## src/rtl/regfile_read_arbiter.sv

```systemverilog
// Round-robin owner of the shared register-file read mux: grants 1-4 beat bursts,
// drives the select and returns the registered mux data tagged with the requester id.
module regfile_read_arbiter #(
  parameter int NUM_REQ = 4,
  parameter int ADDR_W  = 5,
  parameter int DATA_W  = 32
) (
  input  logic                      clock,
  input  logic                      reset,
  input  logic [NUM_REQ-1:0]        req,
  input  logic [NUM_REQ*ADDR_W-1:0] req_addr,
  input  logic [NUM_REQ*3-1:0]      req_len,
  output logic [ADDR_W-1:0]         mux_select,
  input  logic [DATA_W-1:0]         mux_data,
  output logic [NUM_REQ-1:0]        grant,
  output logic [NUM_REQ-1:0]        ack,
  output logic                      rd_valid,
  output logic [DATA_W-1:0]         rd_data,
  output logic [1:0]                rd_id,
  output logic                      rd_last
);

  typedef enum logic {IDLE, ISSUE} state_t;

  state_t              state;
  logic [1:0]          owner;
  logic [1:0]          rr_ptr;
  logic [1:0]          beat;
  logic [1:0]          last_idx;
  logic [ADDR_W-1:0]   base;
  logic                last_beat;
  logic [NUM_REQ-1:0]  cand;
  logic [1:0]          ptr_eff;
  logic [2:0]          pick;
  logic [ADDR_W-1:0]   pick_addr;
  logic [2:0]          pick_len;

  // Burst length field -> index of the final beat (0 acts as 1, above 4 clamps to 4).
  function automatic logic [1:0] norm_last(input logic [2:0] l);
    if (l == 3'd0)
      return 2'd0;
    else if (l > 3'd4)
      return 2'd3;
    else
      return 2'(l - 3'd1);
  endfunction

  // Returns {found, index}: first set bit of r searching upward from ptr, wrapping.
  function automatic logic [2:0] rr_pick(input logic [NUM_REQ-1:0] r, input logic [1:0] ptr);
    logic [2:0] res;
    logic [1:0] idx;
    res = 3'b0;
    for (int k = NUM_REQ - 1; k >= 0; k--) begin
      idx = ptr + 2'(k);
      if (r[idx]) res = {1'b1, idx};
    end
    return res;
  endfunction

  assign last_beat  = (state == ISSUE) && (beat == last_idx);
  assign mux_select = (state == ISSUE) ? base + ADDR_W'(beat) : '0;
  assign ack        = last_beat ? grant : '0;

  // Arbitrate when idle, or on the final beat so the next burst starts without a gap.
  assign cand      = (state == IDLE) ? req : (last_beat ? (req & ~ack) : '0);
  assign ptr_eff   = (state == ISSUE) ? owner + 2'd1 : rr_ptr;
  assign pick      = rr_pick(cand, ptr_eff);
  assign pick_addr = req_addr[pick[1:0]*ADDR_W +: ADDR_W];
  assign pick_len  = req_len[pick[1:0]*3 +: 3];

  always_ff @(posedge clock) begin
    if (pick[2]) begin
      base     <= pick_addr;
      last_idx <= norm_last(pick_len);
    end
  end

  always_ff @(posedge clock) begin
    if (reset) begin
      state    <= IDLE;
      owner    <= 2'd0;
      grant    <= '0;
      rr_ptr   <= 2'd0;
      beat     <= 2'd0;
      rd_valid <= 1'b0;
      rd_data  <= '0;
      rd_id    <= 2'd0;
      rd_last  <= 1'b0;
    end else begin
      // Read-return stage: capture the mux output selected during this beat.
      rd_valid <= (state == ISSUE);
      if (state == ISSUE) begin
        rd_data <= mux_data;
        rd_id   <= owner;
        rd_last <= last_beat;
      end

      if (state == ISSUE && !last_beat) begin
        beat <= beat + 2'd1;
      end else if (pick[2]) begin
        state <= ISSUE;
        owner <= pick[1:0];
        grant <= NUM_REQ'(1) << pick[1:0];
        beat  <= 2'd0;
      end else if (state == ISSUE) begin
        state <= IDLE;
        grant <= '0;
        beat  <= 2'd0;
      end

      if (last_beat) rr_ptr <= owner + 2'd1;
    end
  end

endmodule

```

## config.mk

```make
export PLATFORM = sky130hd
export DESIGN_NAME = regfile_read_arbiter
export DESIGN_NICKNAME = d
export VERILOG_FILES = /design/src/rtl/regfile_read_arbiter.sv
export SDC_FILE = /design/constraint.sdc
export NUM_CORES = 1
export LEC_CHECK = 0
export BUFFER_PORTS_ARGS = -buffer_cell sky130_fd_sc_hd__buf_2
export CORE_UTILIZATION = 47
export DETAILED_ROUTE_END_ITERATION = 6
export PLACE_DENSITY = 0.79
export SLEW_MARGIN = 20
export SYNTH_ARGS = -nofsm -noshare
export SYNTH_HDL_FRONTEND = slang
export SYNTH_SLANG_ARGS = --single-unit
```

## constraint.sdc

```tcl
create_clock -name clock -period 4 [get_ports clock]
set_input_delay 0.6 -clock clock [delete_from_list [all_inputs] [get_ports clock]]
set_output_delay 0.6 -clock clock [all_outputs]
set_load 0.01 [all_outputs]
```

### Word-level counts from Yosys, hierarchy flattened

Cells that the tools add are included.
W data, S select, Z words.

* multipliers: 2
* bitwise gates (word level): 3
* $lt $le $gt $ge: 5
* equality and inequality tests: 1
* shift operators: 3
* $add $sub $neg: 7
* div/mod/pow operators: 0
* mux-type cells: 24
* reduce and logical (&&, ||, !) cells: 8

Operators by type and width (number)
* $mux W4: 5
* $shiftx A20 B6 Y5: 1
* $lt A2 B3 Y1 const B: 4
* $mux W3: 4
* $shiftx A12 B5 Y3: 1
* $mux W2: 5
* $bmux W1 S2: 4
* $add A2 B1 Y2 const B: 3
* $add A5 B2 Y5: 1
* $mul A2 B3 Y5 const B: 1
* $mux W1: 5
* $mux W5: 1
* $add A2 B2 Y2 const B: 2
* $and A4 B4 Y4: 1
* $mul A2 B2 Y4 const B: 1
* $not A4 Y4: 1
* $reduce_and A2 Y1: 2
* $shl A1 B2 Y4 const A: 1
* $gt A3 B3 Y1 const B: 1
* $logic_not A3 Y1: 1
* $reduce_bool A3 Y1: 1
* $eq A2 B2 Y1: 1
* $logic_and A1 B1 Y1: 2
* $reduce_bool A2 Y1: 1
* 3 further kinds: 3

* output and inout bits: 49
* memories: 0
* input bits: 70
* word-level logic and storage cells: 64
* memory bits (writable): 0
* register bits: 54
* memory bits (read-only): 0
* bits in latches: 0

### Longest topological paths before layout

* depth after elaboration: 17
* depth in mapped cells: 15
* mapped depth without buffers: 11

### Least setup slack after synthesis

OpenSTA, ideal clock, no wires.

* kind: register to register
* start: reg owner[0]
* end: reg last_idx[1], data pin
* library setup time: 261 ps
* cell stages (with the launch flop): 15
* required time: 3739 ps
* path slack: 1016 ps
* data arrival time: 2723 ps
* path through: dfxtp_1 buf_6 mux2_4 o31ai_2 o211ai_2 and2b_1 a311oi_2 buf_4 buf_4 mux2i_1 nor2_1 a21oi_1 ha_1 inv_1 maj3_2

* longest elaborated chain between the ends: 13
* elaborated cells on any way between the ends: 23
* those cells by class: add/sub: 5; mul: 1; order compare: 1; shift: 1; mux: 14; reduce/logical: 1

Ends and longest elaborated chain
* start: declaration: RTL line 26 `logic [1:0] owner;`
* start signal: assignment: RTL line 102 `owner <= pick[1:0];`
* $add A2 B1 Y2 *: RTL line 66 `assign ptr_eff = (state == ISSUE) ? owner + 2'd1 : rr_ptr;`
* $mux W2 *: RTL line 66
* $add A2 B2 Y2: RTL line 54 `idx = ptr + 2'(k);`
* $bmux W1 S2: RTL line 55 `if (r[idx]) res = {1'b1, idx};`
* $mux W1 (implied by the code): RTL line 55
* $mux W3 (3 in series): RTL line 55
* $mux W3 *: RTL line 55
* $mul A2 B2 Y4 *: RTL line 69 `assign pick_len = req_len[pick[1:0]*3 +: 3];`
* $shiftx A12 B5 Y3 *: RTL line 69
* $gt A3 B3 Y1 / $sub A2 B1 Y2 (equally long branches): RTL line 42, 45
* $mux W2: RTL line 42 `else if (l > 3'd4)`
* end signal: assignment: RTL line 74 `last_idx <= norm_last(pick_len);`
* end: declaration: RTL line 29 `logic [1:0] last_idx;`

Every way passes the cells marked *; elsewhere a longest branch is shown, timed or not. The select of a mux whose other input is x is not followed.
A chain may end at the register's enable or synchronous reset.

### Worst setup path in the final report

* start: reg state
* end: reg last_idx[1], data pin

* longest elaborated chain between the ends: 16
* elaborated cells on any way between the ends: 28
* those cells by class: add/sub: 4; mul: 1; order compare: 1; shift: 1; mux: 17; bitwise: 2; reduce/logical: 2

Ends and longest elaborated chain
* start: declaration: RTL line 25 `state_t state;`
* start signal: assignment: RTL line 80 `state <= IDLE;`
* start signal: assignment: RTL line 101 `state <= ISSUE;`
* start signal: assignment: RTL line 106 `state <= IDLE;`
* $logic_and A1 B1 Y1: RTL line 60 `assign last_beat = (state == ISSUE) && (beat == last_idx);`
* $mux W4: RTL line 62 `assign ack = last_beat ? grant : '0;`
* $not A4 Y4: RTL line 65 `assign cand = (state == IDLE) ? req : (last_beat ? (req & ~ack) : '0);`
* $and A4 B4 Y4: RTL line 65
* $mux W4 (2 in series): RTL line 65
* $bmux W1 S2: RTL line 55
* $mux W1 (implied by the code): RTL line 55
* $mux W3 (3 in series): RTL line 55
* $mux W3 *: RTL line 55
* $mul A2 B2 Y4 *: RTL line 69
* $shiftx A12 B5 Y3 *: RTL line 69
* $gt A3 B3 Y1 / $sub A2 B1 Y2 (equally long branches): RTL line 42, 45
* $mux W2: RTL line 42

Marks and branches as above.

==> metrics.txt <==
Hold EP rd_id[0]; clock root cell clkbuf_8; sequential cell area fraction in the yosys report 0.430; worst r2r src state; grt ovf 0; Tightest Hold Check Type flop to flop; CTS Buf Count 5; worst-path maximum fanout 25; clock skew 0.00506 ns; post-synth top area cell dfxtp_1; Crit path top cell by count inv_1; DIE HEIGHT 77.5 um; Syn Inst Count 277; Diodes inserted 0; Reg2Reg Depth 10; failing checks design-rule violations; initial core utilization 0.486; final max-slew violation count 0; Cells after DPL 455; dpl ws 0.671 ns; hold path depth 2; leak pwr 1.67 nW; Max VDD drop 0.373 mV; CP cell instances inv_1 > a31o_2 > and2_1 > a21oi_1 > nor4_2 > a31oi_4 > mux2_2 > ha_1 > inv_1 > maj3_2; H-Tree Depth 2; RSZ-0062 raised after global routing no; drt drc 2; CTS sink count 54; Fmax 299 MHz; Die Wd 77.5 um; setup_tns 0 ns; CORE AREA 5510 um2; max-cap violations 0; router iterations before antenna repair 6; Tightest Pin Transition 0.838 ns; endpoint class of the critical path flop; endpoints failing setup 0; Cell Area, Synth 2680 um2; io pins 119; clk_lat worst skew 0.30 ns; Yosys warnings 0; IO buf count 118; post-route insts no fill 463; Post-synth EDFFs 7; Synth Register Bits 54; critical path class flop to flop; post-CTS setup repair buffer count 0; top post-synthesis cells by area dfxtp_1 35%, mux2i_1 16%, edfxtp_1 7.9%, nor2_1 6.7%, mux2_2 2.9%; CTS tree done; Top FF cell, synth dfxtp_1; post-CTS sizing 0; Crit path max-delay family compound AO/OA/AOI/OAI gates; Post-Syn Nets 351; leading cell type in the layout, fill and taps excluded buf_2; routed wire length 5850 um; post-DR vias/cell 5.11; largest net degree at the start of global routing 48; CTS max path bufs 2; Req. time, crit path 4.06 ns; RePlAce Congestion 0.878; Final nets 464; fin crit share 0.836; Async SR Flop Fraction 0; minimum clock period 3.35 ns; worst setup margin 0.655 ns; # rows 27; routed vias 2365; remaining antenna violation count after routing 0; Startpoint Class flop; first-pass GRT wire length 9760 um; area growth from synthesis to layout 27.0%; DR iter-0 viols 110; reg2reg end last_idx[1]; GR Util All Layers 0.199; critical path's slowest cell dfxtp_2; initial antenna violation count 0; CTS clk-pin slew, worst paths 0.09 ns; Slew headroom 0.441; Mean Syn Cell Area 9.67 um2; die area 6000 um2; Worst EP arrival 3.40 ns; vias in the first global route 2280; share of cells above drive strength 1 0.386; status complete, but fails checks; crit path from state; final hold vios 0; final HPWL from detailed placement 4440 um; power density cells 696 nW/um2; CP Buf/Inv Count 2; hold buffer count at CTS 0; Critical Path Max Stage Delay 0.64 ns; Unique masters post-synth 49; Hold Path Origin rd_id[0]; average wire per standard cell 12.6 um; reg2reg setup slack 0.65 ns; Synth top area share 0.351; commonest cells after routing, fill and taps aside 118 x buf_2, 48 x nor2_1, 46 x dfxtp_1, 43 x mux2i_1, 17 x nand2_1
[flip-flops by register name (all words and copies together) (netlist names)]
signal,cells
rd_data,32
rd_last,1
owner,2
last_idx,2
base,5
state,1
rd_valid,1
grant,4
rd_id,2
rr_ptr,2
beat,2
[per-stage QoR]
| stage | power, W | util | instance area [um2] | hold slack [ns] |
|---|---|---|---|---|
| after global placement | 0.00204 | 0.601 | 3310 | 0.456 |
| final | 0.00237 | 0.618 | 3400 | 0.469 |
| after CTS | 0.00239 | 0.618 | 3400 | 0.473 |
| after global routing | 0.00255 | 0.618 | 3400 | 0.493 |
| after floorplan | 0.00179 | - | 2680 | 0.490 |
| after detailed placement | 0.00208 | 0.601 | 3310 | 0.458 |
[worst reg2reg max path: stages (launching register included)]
cell and delay [ns]:
dfxtp_2 0.64, inv_1 0.30, a31o_2 0.29, and2_1 0.19, a21oi_1 0.16, nor4_2 0.08
a31oi_4 0.42, mux2_2 0.42, ha_1 0.28, inv_1 0.04, maj3_2 0.29
[cell usage after synthesis (2+ instances only)]
| cell type | count |
|---|---|
| nor2_1 | 48 |
| clkbuf_1 | 12 |
| edfxtp_1 | 7 |
| buf_4 | 2 |
| mux2_2 | 7 |
| nor2b_1 | 2 |
| or3_1 | 2 |
| nand2_1 | 17 |
| o21ai_0 | 8 |
| a21boi_0 | 2 |
| and2_1 | 4 |
| xor2_1 | 4 |
| xnor2_1 | 5 |
| nand3_1 | 8 |
| nor2_4 | 2 |
| ha_1 | 3 |
| and3_1 | 3 |
| mux2i_1 | 43 |
| buf_6 | 2 |
| a21oi_1 | 15 |
| dfxtp_1 | 47 |
| a22oi_1 | 3 |
| inv_1 | 5 |
[worst max-delay path by stage]
stage | end | slack (ns) | cells past startpoint
after floorplan | last_idx[1] | 1.02 | 14
after global placement | last_idx[1] | 0.72 | 10
after CTS | last_idx[1] | 0.67 | 10
after detailed placement | last_idx[1] | 0.67 | 10
after global routing | last_idx[1] | 0.45 | 10
final | last_idx[1] | 0.65 | 10
[final cells by class]
cell class / instances / area [um2]
timing repair buffer: 122 / 621
inverter: 5 / 18.8
clock inverter: 2 / 11.3
fill: 499 / 2110
clock buffer: 6 / 82.6
sequential: 54 / 1150
tap: 72 / 90.1
multi-input combinational: 202 / 1430
[cells by family after synthesis]
family | after synthesis | synth area share
AOI/OAI and AO/OA | 42 | 0.109
adders and majority gates | 5 | 0.0257
muxes | 52 | 0.204
xor gates and xnor gates | 9 | 0.0294
and+or+nand+nor | 94 | 0.164
buffers and inverters | 21 | 0.0378
DFF | 54 | 0.430
[per-layer routing]
metal  vias up  GRT usage  part of all wire
met5         -          0                 0
met4         0     0.0679             0.016
met3         9     0.0400             0.059
met2        78      0.360              0.48
met1      1091      0.233              0.44
li1       1187          -                 -
[report_power, final]
part           internal, W  switching [W]
registers         0.000720       0.000121
clock network     0.000140       0.000172
logic             0.000563       0.000654
(Power assumes the default switching activity.)
